`config.mk`:
```
export PLATFORM = sky130hd
export DESIGN_NAME = t_toggle_decoder
export DESIGN_NICKNAME = d
export VERILOG_FILES = /design/src/rtl/t_toggle_decoder.sv
export SDC_FILE = /design/constraint.sdc
export NUM_CORES = 1
export LEC_CHECK = 0
export CAP_MARGIN = 20
export CORE_UTILIZATION = 46
export DETAILED_ROUTE_END_ITERATION = 7
export PLACE_DENSITY_LB_ADDON = 0.15
export SYNTH_ARGS = -nofsm -noshare
export SYNTH_HDL_FRONTEND = slang
export SYNTH_SLANG_ARGS = --single-unit
```
`constraint.sdc`:
```
create_clock -name clk -period 2.2 [get_ports clk]
set_clock_uncertainty 0.1 [all_clocks]
set_input_delay 0.44 -clock clk [delete_from_list [all_inputs] [get_ports clk]]
set_output_delay 0.44 -clock clk [all_outputs]
set_load 0.005 [all_outputs]
```
`src/rtl/t_toggle_decoder.sv`:
```
`default_nettype none
// ============================================================================
// Module   : t_toggle_decoder
// Purpose  : Receive end of a T flip-flop toggle encoding. The upstream
//            encoder flips its q output whenever its t input is 1, so the
//            original data bit is recovered as t = q xor (previous q). The
//            recovered bits are assembled LSB-first into WIDTH-bit words
//            that are handed out through a one-entry valid/ready output
//            register. A completed word that finds the output register still
//            occupied is dropped, and a sticky overflow flag records the loss.
//
// Ports    : clk        in   rising-edge clock for all state
//            rst_n      in   asynchronous active-low reset
//            q_in       in   toggle-encoded line from the encoder flip-flop
//            en         in   sample qualifier, q_in used only when en=1
//            clr        in   synchronous clear of partial word and overflow
//            word_out   out  [WIDTH] last completed word
//            word_valid out  word_out holds an unconsumed word
//            word_ready in   consumer accepts word_out while word_valid=1
//            overflow   out  sticky, a completed word was dropped
//            bit_cnt    out  [CNT_W] bits collected in the current word
//
// Revision : 1.0  initial release
// ============================================================================
module t_toggle_decoder #(
  parameter int WIDTH = 8,            // word width, must equal 2**CNT_W
  parameter int CNT_W = 3             // bit counter width
) (
  input  logic             clk,
  input  logic             rst_n,
  input  logic             q_in,
  input  logic             en,
  input  logic             clr,
  output logic [WIDTH-1:0] word_out,
  output logic             word_valid,
  input  logic             word_ready,
  output logic             overflow,
  output logic [CNT_W-1:0] bit_cnt
);

  // Index of the last bit in a word; reaching it completes the word.
  localparam logic [CNT_W-1:0] C_LAST_BIT = CNT_W'(WIDTH - 1);

  // --------------------------------------------------------------------------
  // State
  // --------------------------------------------------------------------------
  logic             q_prev_q,     q_prev_d;     // last sampled line level
  logic [WIDTH-1:0] shreg_q,      shreg_d;      // partial word, fills from MSB
  logic [CNT_W-1:0] bit_cnt_q,    bit_cnt_d;
  logic [WIDTH-1:0] word_out_q,   word_out_d;
  logic             word_valid_q, word_valid_d;
  logic             overflow_q,   overflow_d;

  // --------------------------------------------------------------------------
  // Decode datapath
  // --------------------------------------------------------------------------
  logic             t_bit;        // recovered data bit for this sample
  logic             sample;       // q_in is consumed this cycle
  logic             word_done;    // this sample completes a word
  logic [WIDTH-1:0] shreg_next;   // partial word with this sample shifted in
  logic             out_free;     // output register can take a new word

  assign t_bit      = q_in ^ q_prev_q;
  assign sample     = en & ~clr;
  // New bits enter at the MSB and move toward bit 0, so after WIDTH samples
  // the first received bit sits at bit 0 (LSB-first assembly).
  assign shreg_next = {t_bit, shreg_q[WIDTH-1:1]};
  assign word_done  = sample && (bit_cnt_q == C_LAST_BIT);
  // The slot is free when empty or when the current word is being taken in
  // this same cycle; the latter allows a load on the accepting edge.
  assign out_free   = ~word_valid_q | word_ready;

  // --------------------------------------------------------------------------
  // Next-state logic
  // --------------------------------------------------------------------------
  always_comb begin
    q_prev_d     = q_prev_q;
    shreg_d      = shreg_q;
    bit_cnt_d    = bit_cnt_q;
    word_out_d   = word_out_q;
    word_valid_d = word_valid_q;
    overflow_d   = overflow_q;

    // Input side: clr wins over en. Loading q_prev from q_in on clr makes the
    // current line level the new reference, so an encoder that was restarted
    // or drifted out of step is picked up cleanly without a spurious bit.
    if (clr) begin
      q_prev_d   = q_in;
      shreg_d    = '0;
      bit_cnt_d  = '0;
      overflow_d = 1'b0;
    end else if (en) begin
      q_prev_d   = q_in;
      shreg_d    = shreg_next;
      // WIDTH is a power of two, so natural wrap returns the count to zero
      // right after the last bit.
      bit_cnt_d  = bit_cnt_q + 1'b1;
    end

    // Output side: independent of clr so a pending word survives a clear.
    if (word_done) begin
      if (out_free) begin
        word_out_d   = shreg_next;
        word_valid_d = 1'b1;
      end else begin
        overflow_d   = 1'b1;
      end
    end else if (word_valid_q && word_ready) begin
      word_valid_d = 1'b0;
    end
  end

  // --------------------------------------------------------------------------
  // State registers
  // --------------------------------------------------------------------------
  // q_prev resets to 0 to match the encoder flip-flop's own reset value.
  always_ff @(posedge clk or negedge rst_n) begin
    if (!rst_n) begin
      q_prev_q     <= 1'b0;
      shreg_q      <= '0;
      bit_cnt_q    <= '0;
      word_out_q   <= '0;
      word_valid_q <= 1'b0;
      overflow_q   <= 1'b0;
    end else begin
      q_prev_q     <= q_prev_d;
      shreg_q      <= shreg_d;
      bit_cnt_q    <= bit_cnt_d;
      word_out_q   <= word_out_d;
      word_valid_q <= word_valid_d;
      overflow_q   <= overflow_d;
    end
  end

  // --------------------------------------------------------------------------
  // Outputs
  // --------------------------------------------------------------------------
  assign word_out   = word_out_q;
  assign word_valid = word_valid_q;
  assign overflow   = overflow_q;
  assign bit_cnt    = bit_cnt_q;

endmodule
`default_nettype wire

```
==> results of run 1 <==
layout make-up:
class | instances | area share, %
well taps | 25 | 2.828
clock buffers | 3 | 2.036
repair buffers | 21 | 18.33
multi-input cells | 39 | 28.85
flip-flops and latches | 21 | 47.51
clock inverters | 1 | 0.4525
power breakdown:
part / switching [mW] / internal (mW)
clock: 0.108 / 0.0676
sequential: 0.00662 / 0.394
combinational: 0.0271 / 0.0309
total: 0.142 / 0.493
state kept, by name, summed over array words and instances (netlist names):
| register | cells |
|---|---|
| word_valid | 1 |
| overflow | 1 |
| bit_cnt | 3 |
| shreg_q | 7 |
| q_prev_q | 1 |
| word_out | 8 |
final timing paths:
check,start,end,depth (start not counted)
worst max-delay path,bit_cnt[0]$_DFFE_PN0P_,word_out[6]$_DFFE_PN0P_,5
worst min-delay path,rst_n,q_prev_q$_DFFE_PN0P_,2
worst max register to register,bit_cnt[0]$_DFFE_PN0P_,word_out[6]$_DFFE_PN0P_,5
worst min register to register,word_out[3]$_DFFE_PN0P_,word_out[3]$_DFFE_PN0P_,1
max in group asynchronous,rst_n,shreg_q[1]$_DFFE_PN0P_,2
min in group clk,word_out[3]$_DFFE_PN0P_,word_out[3]$_DFFE_PN0P_,1
routing by layer:
metal  vias up  track usage (%)  wire, um
met4         0            10.91        12
met2        11            23.48       578
met3         2            2.400        49
met1       259            20.22       661
met5         -                0         0
li1        256                -         -
placed cells by master, fill, tap and decap left out, types with 2 or more instances in the layout:
| master | netlist | routed |
|---|---|---|
| dfrtp_1 | 21 | 21 |
| clkdlybuf4s50_1 | 0 | 18 |
| nor2_1 | 12 | 12 |
| mux2i_1 | 9 | 9 |
| mux2_2 | 9 | 9 |
| clkbuf_4 | 0 | 3 |
| buf_4 | 0 | 3 |
| ha_1 | 2 | 2 |
logic make-up (layout without fill, tap and decap cells):
| family | Yosys count | after routing |
|---|---|---|
| fa+ha+maj | 2 | 2 |
| simple gates | 15 | 15 |
| flops | 21 | 21 |
| mux | 18 | 18 |
| compound gates | 2 | 2 |
| buf+inv | 2 | 25 |
| xor+xnor | 2 | 2 |
through the flow:
step | total power [mW] | hold WS, ns | utilization [%] | worst slack (ns)
2_1_floorplan | 0.4325 | 0.04441 | - | 0.5257
3_3_place_gp | 0.4665 | 0.3751 | 62.46 | 0.1824
3_5_place_dp | 0.4677 | 0.3951 | 62.46 | 0.1761
4_1_cts | 0.6494 | 0.3672 | 64.06 | 0.3641
5_1_grt | 0.6650 | 0.3905 | 64.06 | 0.2376
6_report | 0.6349 | 0.3734 | 64.06 | 0.3975
worst max-delay path: stages (launching register included):
cell	delay, ns
dfrtp_1	0.40
ha_1	0.16
ha_1	0.17
nand2_1	0.11
nor3_4	0.38
mux2_2	0.38
==> out/metrics.sh, run 1 <==
NUMBER_OF_DRC_VIOLATIONS_AFTER_DETAILED_ROUTING_ITERATION_0=4
CRITICALPATHCATEGORY='reg -> reg'
ROUTED-VIA-COUNT=528
BUFFER_PORTS.INSERTED=18
AREA_GROWTH_SYN_TO_LAYOUT_PCT=29.62
FINAL_CELL_AREA_UM2=1106
LEAKAGE_nW=0.5384
GLOBAL_ROUTE_WIRE_LENGTH_BEFORE_REPAIR_UM=2159
DPL_CELL_AREA_UM2=1079
ANTENNA_LEFT=0
CRITPATHREQUIREDTIME_NS=2.29
SYNTH_TOP_FAMILY_BY_AREA='multiplexers'
TOTALWIRELENGTH_UM=1301
LAYOUT-DRIVE-GT1-SHARE_PCT=20.00
FINALNONFILLERCELLS=110
HTREE_LEVELS=1
DIEAREA_UM2=2031
SYNTHMUXAREASHARE_PCT=22.43
CLOCK_SINK_COUNT=21
VIA_COUNT_OF_THE_FIRST_GLOBAL_ROUTING_PASS=502
FINALNETCOUNT=94
SYNTH_COMPOUND_GATE_AREA_SHARE_PCT=1.613
DIE_HEIGHT_UM=45.07
FINAL-HOLD-VIOLATION-COUNT=0
YOSYSTOPAREACELL='dfrtp_1'
GRT_MAX_DEGREE=22
MAPPEDNETLISTAREA_UM2=853.3
HOLDCRITPATHCLASS='in -> async'
SYNTH_TOP_CELL_AREA_SHARE_PCT=61.58
FLOORPLAN.IO_PINS=19
SYNTHESIS.INSTANCES=62
ANTENNA_VIOLATIONS_BEFORE_REPAIR=0
ROUTE.DETAILED.WL_PER_INST_UM=11.83
CLOCK_LATENCY_NS=0.30
YOSYS.AREA_SHARE.ADDER_PCT=2.933
IRDROPWORSTVDD_uV=293.6
GLOBALROUTE.TOTALOVERFLOW=0
SYNTHDISTINCTLIBCELLS=14
SEQUENTIAL_FRACTION_OF_THE_SYNTHESIS_AREA_PCT=61.58
FINALSETUPVIOLCOUNT=0
SYNTH_EDF_COUNT=0
FINAL.FILL_COUNT=157
CRIT_ARRIVAL_NS=1.90
YOSYS_WARNINGS=0
FMAXACHIEVABLE_MHz=554.8
TIMING.FINAL.CRIT_PERIOD_NS=1.803
SYNTH.AVG_CELL_AREA_UM2=13.76
DIE_W_UM=45.07
POSTSYNTHREGISTERBITS=21
SYNTH.NET_COUNT=70
TIMING.MAX_CAP.VIOLATIONS=0
CRITICAL_PATH_PEAK_FANOUT=8
XOR_XNOR_SHARE_OF_THE_SYNTHESIZED_AREA_PCT=2.053
INITIAL_STANDARD_CELL_UTILIZATION_OF_THE_CORE_PCT=49.42
PLACEABLE_AREA_UM2=1727
CLK_PIN_SLEW_NS=0.11
INITIAL_DRT_PASS_ITERATIONS=3
STARTPOINT_TYPE='register'
RUN_STATUS='finished clean'
SEQ_AREA_UM2=525.5
FINALMAXSLEWVIOLATIONS=0
VIAS_PER_CELL=4.800
GP_ROUTABILITY_CONGESTION=0.6718
SYNTH.TOP_CELLS.BY_COUNT='dfrtp_1, nor2_1, mux2_2, mux2i_1, ha_1'
HOLD_BUFFERS=0
YOSYS.CELL_COUNT.TOP_TYPE='dfrtp_1'
PWR_DENSITY_CELL_nW_PER_UM2=574.0
DRC=0
GLOBAL_ROUTE.USAGE.TOTAL_PCT=15.44
SYNTH-ASYNC-RESET-RATIO_PCT=100.0
HEADROOM_TO_THE_MAX_SLEW_LIMIT_PCT=73.11
PLACED_CELLS_INCL_TAPS=106
YS.FLOP_TYPE='dfrtp_1'
POSTCTSSETUPBUFFERS=0
WORST-R2R-SETUP-SLACK_NS=0.40
MULTI_INPUT_AREA_UM2=319.1
NUMCTSBUFFERS=3
CTS-ROOT-TO-SINK-BUFFERS=2
POST_SYNTH_AND_OR_NAND_NOR_AREA_FRACTION_PCT=8.358
WORST-SLEW-PIN-TRANSITION_NS=0.4020
POST-ROUTE-PERIOD-UTIL_PCT=81.93
CRIT_PATH_END_KIND='register'
FIN_SETUP_TNS_NS=0
ANTENNA_CELLS_INSERTED=0
CTS-RESIZED-GATES=0
DP_HPWL_UM=912.3
NUMBER_OF_ROWS_CREATED_AT_FLOORPLAN=15
SYNTH.TOP_CELLS.BY_AREA='dfrtp_1, mux2_2, mux2i_1'
CTS_TREE='yes'
ROOT_BUFFER='clkbuf_4'
GRT_SETUP_UNREPAIRED='no'
(Power assumes the default switching activity.)
==> inputs of run 2 (changes only) <==
- clock period: 2.2 -> 1.8 ns (I/O delays scaled with it)
==> run 2 against run 1 <==
  * Cell count increased by 2.7%
  * Maximum frequency increased by 5.9%
  * Wire length increased by 2.6%
  * Worst setup slack got worse by 0.30 ns
  * Clock power increased by 22%
  * Non-clock buffer count increased by 3
  * Global-route usage increased by 0.36 points
  * Critical endpoint is now word_out[4]$_DFFE_PN0P_
  * Largest power group unchanged
==> out/metrics.sh, run 2 (synthesis results as in run 1) <==
RUN_STATUS='finished clean'
GRT_SETUP_UNREPAIRED='no'
GR-USAGE-MET2_PCT=24.93  # +1.4 points
AREA_GROWTH_SYN_TO_LAYOUT_PCT=33.58
CTS-ROOT-TO-SINK-BUFFERS=2  # unchanged
CP-ENDPOINT='word_out[4]$_DFFE_PN0P_'
LARGEST_REG_FLOPS=8  # unchanged
FINALNETCOUNT=97  # +3.2%
CLOCK_LATENCY_NS=0.29  # about the same
R2R-START='bit_cnt[0]$_DFFE_PN0P_'
BUFFER_PORTS.INSERTED=18  # unchanged
HTREE_LEVELS=1  # unchanged
NUMBER_OF_ROWS_CREATED_AT_FLOORPLAN=15  # unchanged
VIA_COUNT_OF_THE_FIRST_GLOBAL_ROUTING_PASS=522  # +4.0%
GLOBALROUTE.TOTALOVERFLOW=0  # unchanged
GLOBAL_ROUTE_WIRE_LENGTH_BEFORE_REPAIR_UM=2208  # +2.3%
ROOT_BUFFER='clkbuf_4'
GP_ROUTABILITY_CONGESTION=0.6655  # -0.94%
WORST_SETUP_SLACK_POST_DPL_NS=-0.04068  # -0.2168 ns
PWR_DENSITY_CELL_nW_PER_UM2=682.8  # +19%
CLOCK_SINK_COUNT=21  # unchanged
GR-USAGE-MET3_PCT=3.600  # +1.2 points
DIE_W_UM=45.07  # unchanged
TIMING.MAX_CAP.VIOLATIONS=0  # unchanged
LAYOUT-DRIVE-GT1-SHARE_PCT=23.86  # +3.9 points
CRITICAL_PATH_PEAK_FANOUT=5  # -3
NUMBER_OF_DRC_VIOLATIONS_AFTER_DETAILED_ROUTING_ITERATION_0=4  # unchanged
HOLD_BUFFERS=0  # unchanged
HEADROOM_TO_THE_MAX_SLEW_LIMIT_PCT=78.94  # +5.8 points
BUSIEST_LAYER='met2'
CRIT_ARRIVAL_NS=1.79  # -0.11 ns
ANTENNA_VIOLATIONS_BEFORE_REPAIR=0  # unchanged
ANTENNA_LEFT=0  # unchanged
FINALMAXSLEWVIOLATIONS=0  # unchanged
HOLDCRITPATHCLASS='in -> async'
CRIT_PATH_START='bit_cnt[0]$_DFFE_PN0P_'
FINALNONFILLERCELLS=113  # +2.7%
MOSTFREQUENTLAYOUTCELL='dfrtp_1'
DRC=0  # unchanged
ROUTED-VIA-COUNT=536  # +1.5%
VIAS_PER_CELL=4.743  # -1.2%
ROUTE.DETAILED.WL_PER_INST_UM=11.81  # -0.11%
DP_HPWL_UM=933.3  # +2.3%
TIMING.FINAL.CRIT_PERIOD_NS=1.702  # -0.1001 ns
IRDROPWORSTVDD_uV=411.3  # +40%
DIEAREA_UM2=2031  # unchanged
LEAKAGE_nW=0.5508  # +2.3%
FLOORPLAN.IO_PINS=19  # unchanged
INITIAL_DRT_PASS_ITERATIONS=2  # -1
FINALSETUPVIOLCOUNT=0  # unchanged
TIMING.RR.END='word_out[4]$_DFFE_PN0P_'
POST-ROUTE-PERIOD-UTIL_PCT=94.58  # +13 points
WORST-SLEW-PIN-TRANSITION_NS=0.3152  # -0.08682 ns
TOTALWIRELENGTH_UM=1335  # +2.6%
INITIAL_STANDARD_CELL_UTILIZATION_OF_THE_CORE_PCT=49.42  # unchanged
CLK_PIN_SLEW_NS=0.10  # about the same
GLOBALROUTEMET1UTIL_PCT=20.00  # -0.22 points
NUMCTSBUFFERS=3  # unchanged
PLACED_CELLS_INCL_TAPS=108  # +1.9%
CRITPATHREQUIREDTIME_NS=1.89  # -0.40 ns
CTS_TREE='yes'
FMAXACHIEVABLE_MHz=587.4  # +5.9%
STARTPOINT_TYPE='register'
CRIT_PATH_END_KIND='register'
FINAL_CRITICAL_PATH_SETUP_SLACK_NS=0.09760  # -0.2999 ns
FINAL_CELL_MIX='dfrtp_1, clkdlybuf4s50_1, nor2_1, mux2i_1, mux2_2'
R2R_CELLS=6  # +1
DPL_CELL_AREA_UM2=1094  # +1.4%
FINAL_CORE_UTILIZATION_PCT=66.01  # +2.0 points
CRITICALPATHCATEGORY='reg -> reg'
FINAL-HOLD-VIOLATION-COUNT=0  # unchanged
GLOBAL_ROUTE.USAGE.TOTAL_PCT=15.79  # +0.36 points
GRT_MAX_DEGREE=22  # unchanged
DIE_HEIGHT_UM=45.07  # unchanged
ANTENNA_CELLS_INSERTED=0  # unchanged
FINAL_CELL_AREA_UM2=1140  # +3.1%
PLACEABLE_AREA_UM2=1727  # unchanged
WORST-R2R-SETUP-SLACK_NS=0.1  # -0.30 ns
## run 2: changes by cell type in the layout (fill, tap and decap cells not counted)
cell      before  now
ha_1           2    1
nand2_1        1    0
buf_4          3    4
ha_2           0    1
clkinv_2       1    0
buf_6          0    2
nand2_2        0    1
clkbuf_1       0    1
## run 2: metrics by stage
stage | setup TNS, ns | hold slack [ns] | power (mW)
after floorplan | 0 | -0.03559 | 0.5286
after global placement | -0.2345 | 0.3744 | 0.5706
after detailed placement | -0.2758 | 0.3906 | 0.5720
final | 0 | 0.2870 | 0.7783
after global routing | 0 | 0.3006 | 0.8240
after CTS | 0 | 0.2846 | 0.7915
## run 2: report_power, final
part / internal [mW] / switching [mW] / total (mW)
combinational: 0.0406 / 0.0347 / 0.0753
sequential: 0.482 / 0.00757 / 0.489
clock: 0.0863 / 0.127 / 0.214
total: 0.609 / 0.170 / 0.778
## run 2: layout make-up
class                      count  area [um2]
multi-input combinational     39       324.1
timing repair buffer          24       232.7
tap                           25       31.28
fill                         140       586.8
sequential                    21       525.5
clock buffer                   4       26.28
## run 2: how the worst min path moves through the flow
stage / slack [ns] / to
after floorplan: -0.04 / bit_cnt[0]$_DFFE_PN0P_
after global placement: 0.37 / overflow$_DFF_PN0_
final: 0.29 / q_prev_q$_DFFE_PN0P_
after global routing: 0.30 / word_valid$_DFFE_PN0P_
after CTS: 0.28 / q_prev_q$_DFFE_PN0P_
after detailed placement: 0.39 / overflow$_DFF_PN0_
## run 2: timing repair
action                                  CTS  global route
setup buffers                             0             1
resized for setup                         0             4
endpoints found under the setup margin    0             8
## run 2: worst max-delay path, stage by stage, from the launching register on
cell     delay, ns
dfrtp_1       0.39
ha_1          0.16
ha_2          0.18
nand2_2       0.08
nor3_4        0.22
buf_6         0.15
mux2_2        0.33
## run 2: per-layer routing
| metal | up-vias | wire length [um] |
|---|---|---|
| li1 | 264 | - |
| met1 | 255 | 637 |
| met2 | 13 | 623 |
| met3 | 4 | 48 |
| met4 | 0 | 26 |
| met5 | - | 0 |
==> inputs of run 3 (changes only) <==
- CORE_UTILIZATION: 46 -> 47
- MAX_ROUTING_LAYER: unset -> met4
==> run 3 against run 2 <==
  * Register-to-register slack got worse by 0.02 ns
  * Cell count down 0.88%
  * Global-route usage rose by 1.2 points
  * Critical path depth did not move
  * Maximum frequency down 1.4%
  * Via count decreased by 0.75%
  * Worst hold slack better by 0.0061 ns
  * Sequential share of layout area decreased by 0.45 points
  * Clock power about the same
  * Critical endpoint is now word_out[7]$_DFFE_PN0P_
  * Utilization grew 1.4 points
  * Combinational power shrank 3.6%
  * Non-clock buffer count is 1 lower
  * Critical path type unchanged
==> out/metrics.sh, run 3 (synthesis results as in run 1) <==
CRITICAL_PATH_PEAK_FANOUT=8  # +3
PWR_DENSITY_CELL_nW_PER_UM2=677.7  # -0.75%
PLACED_CELLS_INCL_TAPS=108  # unchanged
POST-ROUTE-PERIOD-UTIL_PCT=95.89  # +1.3 points
FINAL_CRITICAL_PATH_SETUP_SLACK_NS=0.07401  # -0.02359 ns
AREA_GROWTH_SYN_TO_LAYOUT_PCT=34.90
FINALNETCOUNT=96  # -1.0%
LAYOUT-DRIVE-GT1-SHARE_PCT=25.29  # +1.4 points
FIN_SETUP_TNS_NS=0  # unchanged
DIEAREA_UM2=1990  # -2.0%
FINALNONFILLERCELLS=112  # -0.88%
TIMING.MAX_CAP.VIOLATIONS=0  # unchanged
FINAL_CORE_UTILIZATION_PCT=67.40  # +1.4 points
GLOBAL_ROUTE.USAGE.TOTAL_PCT=17.01  # +1.2 points
WORST_SETUP_SLACK_POST_DPL_NS=-0.06708  # -0.02641 ns
FINAL_CELL_AREA_UM2=1151  # +0.99%
ROUTE.DETAILED.WL_PER_INST_UM=12.54  # +6.2%
DRC=0  # unchanged
NUMBER_OF_ROWS_CREATED_AT_FLOORPLAN=15  # unchanged
ANTENNA_VIOLATIONS_BEFORE_REPAIR=0  # unchanged
LARGEST_REG_FLOPS=8  # unchanged
GP_ROUTABILITY_CONGESTION=0.7435  # +12%
INITIAL_DRT_PASS_ITERATIONS=3  # +1
IRDROPWORSTVDD_uV=506.1  # +23%
FINALMAXSLEWVIOLATIONS=0  # unchanged
DIE_W_UM=44.61  # -1.0%
HTREE_LEVELS=1  # unchanged
CLOCK_SINK_COUNT=21  # unchanged
STARTPOINT_TYPE='register'
GLOBALROUTE.TOTALOVERFLOW=0  # unchanged
LEAKAGE_nW=0.5474  # -0.62%
POSTCTSSETUPBUFFERS=0  # unchanged
DPL_CELL_AREA_UM2=1106  # +1.1%
ANTENNA_LEFT=0  # unchanged
HEADROOM_TO_THE_MAX_SLEW_LIMIT_PCT=81.13  # +2.2 points
CRITPATHREQUIREDTIME_NS=1.88  # about the same
GRT_MAX_DEGREE=22  # unchanged
CLOCK_LATENCY_NS=0.29  # about the same
NUMCTSBUFFERS=3  # unchanged
CTS-ROOT-TO-SINK-BUFFERS=2  # unchanged
FMAXACHIEVABLE_MHz=579.4  # -1.4%
WORST-R2R-SETUP-SLACK_NS=0.07  # -0.02 ns
ROOT_BUFFER='clkbuf_4'
FINALSETUPVIOLCOUNT=0  # unchanged
BUFFER_PORTS.INSERTED=18  # unchanged
GRT_SETUP_UNREPAIRED='no'
CRIT_PATH_END_KIND='register'
CRIT_ARRIVAL_NS=1.81  # +0.02 ns
POWER.TOTAL_mW=0.7801  # +0.23%
HOLDWS_NS=0.2931  # +0.006106 ns
INITIAL_STANDARD_CELL_UTILIZATION_OF_THE_CORE_PCT=49.96  # +0.54 points
DIE_HEIGHT_UM=44.61  # -1.0%
GLOBAL_ROUTE_WIRE_LENGTH_BEFORE_REPAIR_UM=2332  # +5.6%
VIA_COUNT_OF_THE_FIRST_GLOBAL_ROUTING_PASS=543  # +4.0%
PLACEABLE_AREA_UM2=1708  # -1.1%
FINAL.FILL_COUNT=136  # -2.9%
FINAL_CELL_MIX='dfrtp_1, clkdlybuf4s50_1, nor2_1, mux2i_1, mux2_2'
ANTENNA_CELLS_INSERTED=0  # unchanged
TOTALWIRELENGTH_UM=1405  # +5.2%
VIAS_PER_CELL=4.750  # +0.14%
TIMING.FINAL.CRIT_PERIOD_NS=1.726  # +0.02359 ns
FINAL-HOLD-VIOLATION-COUNT=0  # unchanged
ROUTED-VIA-COUNT=532  # -0.75%
CTS_TREE='yes'
HOLD_BUFFERS=0  # unchanged
HOLDCRITPATHCLASS='in -> async'
DP_HPWL_UM=979.1  # +4.9%
CLK_PIN_SLEW_NS=0.12  # +0.02 ns
MOSTFREQUENTLAYOUTCELL='dfrtp_1'
WORST-SLEW-PIN-TRANSITION_NS=0.2824  # -0.03277 ns
NUMBER_OF_DRC_VIOLATIONS_AFTER_DETAILED_ROUTING_ITERATION_0=7  # +3
MULTI_INPUT_AREA_UM2=336.6  # +3.9%
SEQ_AREA_UM2=525.5  # unchanged
RUN_STATUS='finished clean'
FLOORPLAN.IO_PINS=19  # unchanged
CRITICALPATHCATEGORY='reg -> reg'
## run 3: timing repair
| item | CTS | global route |
|---|---|---|
| endpoints found under the setup margin | 0 | 8 |
| hold endpoints to repair | 0 | 0 |
| gates resized for setup | 0 | 4 |
## run 3: critical path, cell delays in order, from the launching register on
cell	delay, ns
dfrtp_1	0.41
ha_2	0.21
ha_4	0.13
nand2_2	0.07
nor3_4	0.22
buf_12	0.15
mux2_2	0.32
## run 3: power by group
| group | internal (mW) | total [mW] | switching [mW] |
|---|---|---|---|
| Combinational | 0.0384 | 0.0726 | 0.0341 |
| Sequential | 0.482 | 0.490 | 0.00852 |
| Clock | 0.0826 | 0.217 | 0.135 |
| Total | 0.603 | 0.780 | 0.177 |
## run 3: worst paths after layout
check,start,to,cells after the start
hold reg to reg,word_out[7]$_DFFE_PN0P_,word_out[7]$_DFFE_PN0P_,1
setup / recovery,bit_cnt[0]$_DFFE_PN0P_,word_out[7]$_DFFE_PN0P_,6
setup reg to reg,bit_cnt[0]$_DFFE_PN0P_,word_out[7]$_DFFE_PN0P_,6
min in group clk,word_out[7]$_DFFE_PN0P_,word_out[7]$_DFFE_PN0P_,1
max in group asynchronous,rst_n,shreg_q[6]$_DFFE_PN0P_,2
hold / removal,rst_n,bit_cnt[0]$_DFFE_PN0P_,2
## run 3: layout make-up
class / count / area share (%)
multi-input combinational: 39 / 29.24
clock buffer: 3 / 1.957
tap: 25 / 2.717
timing repair buffer: 23 / 20.00
sequential: 21 / 45.65
clock inverter: 1 / 0.4348
## run 3: per-layer routing
metal / vias up / track usage [%] / routed length [um]
met4: 0 / 7.273 / 12
met5: - / - / 0
li1: 264 / - / -
met3: 2 / 2.449 / 52
met1: 255 / 22.07 / 707
met2: 11 / 26.76 / 634
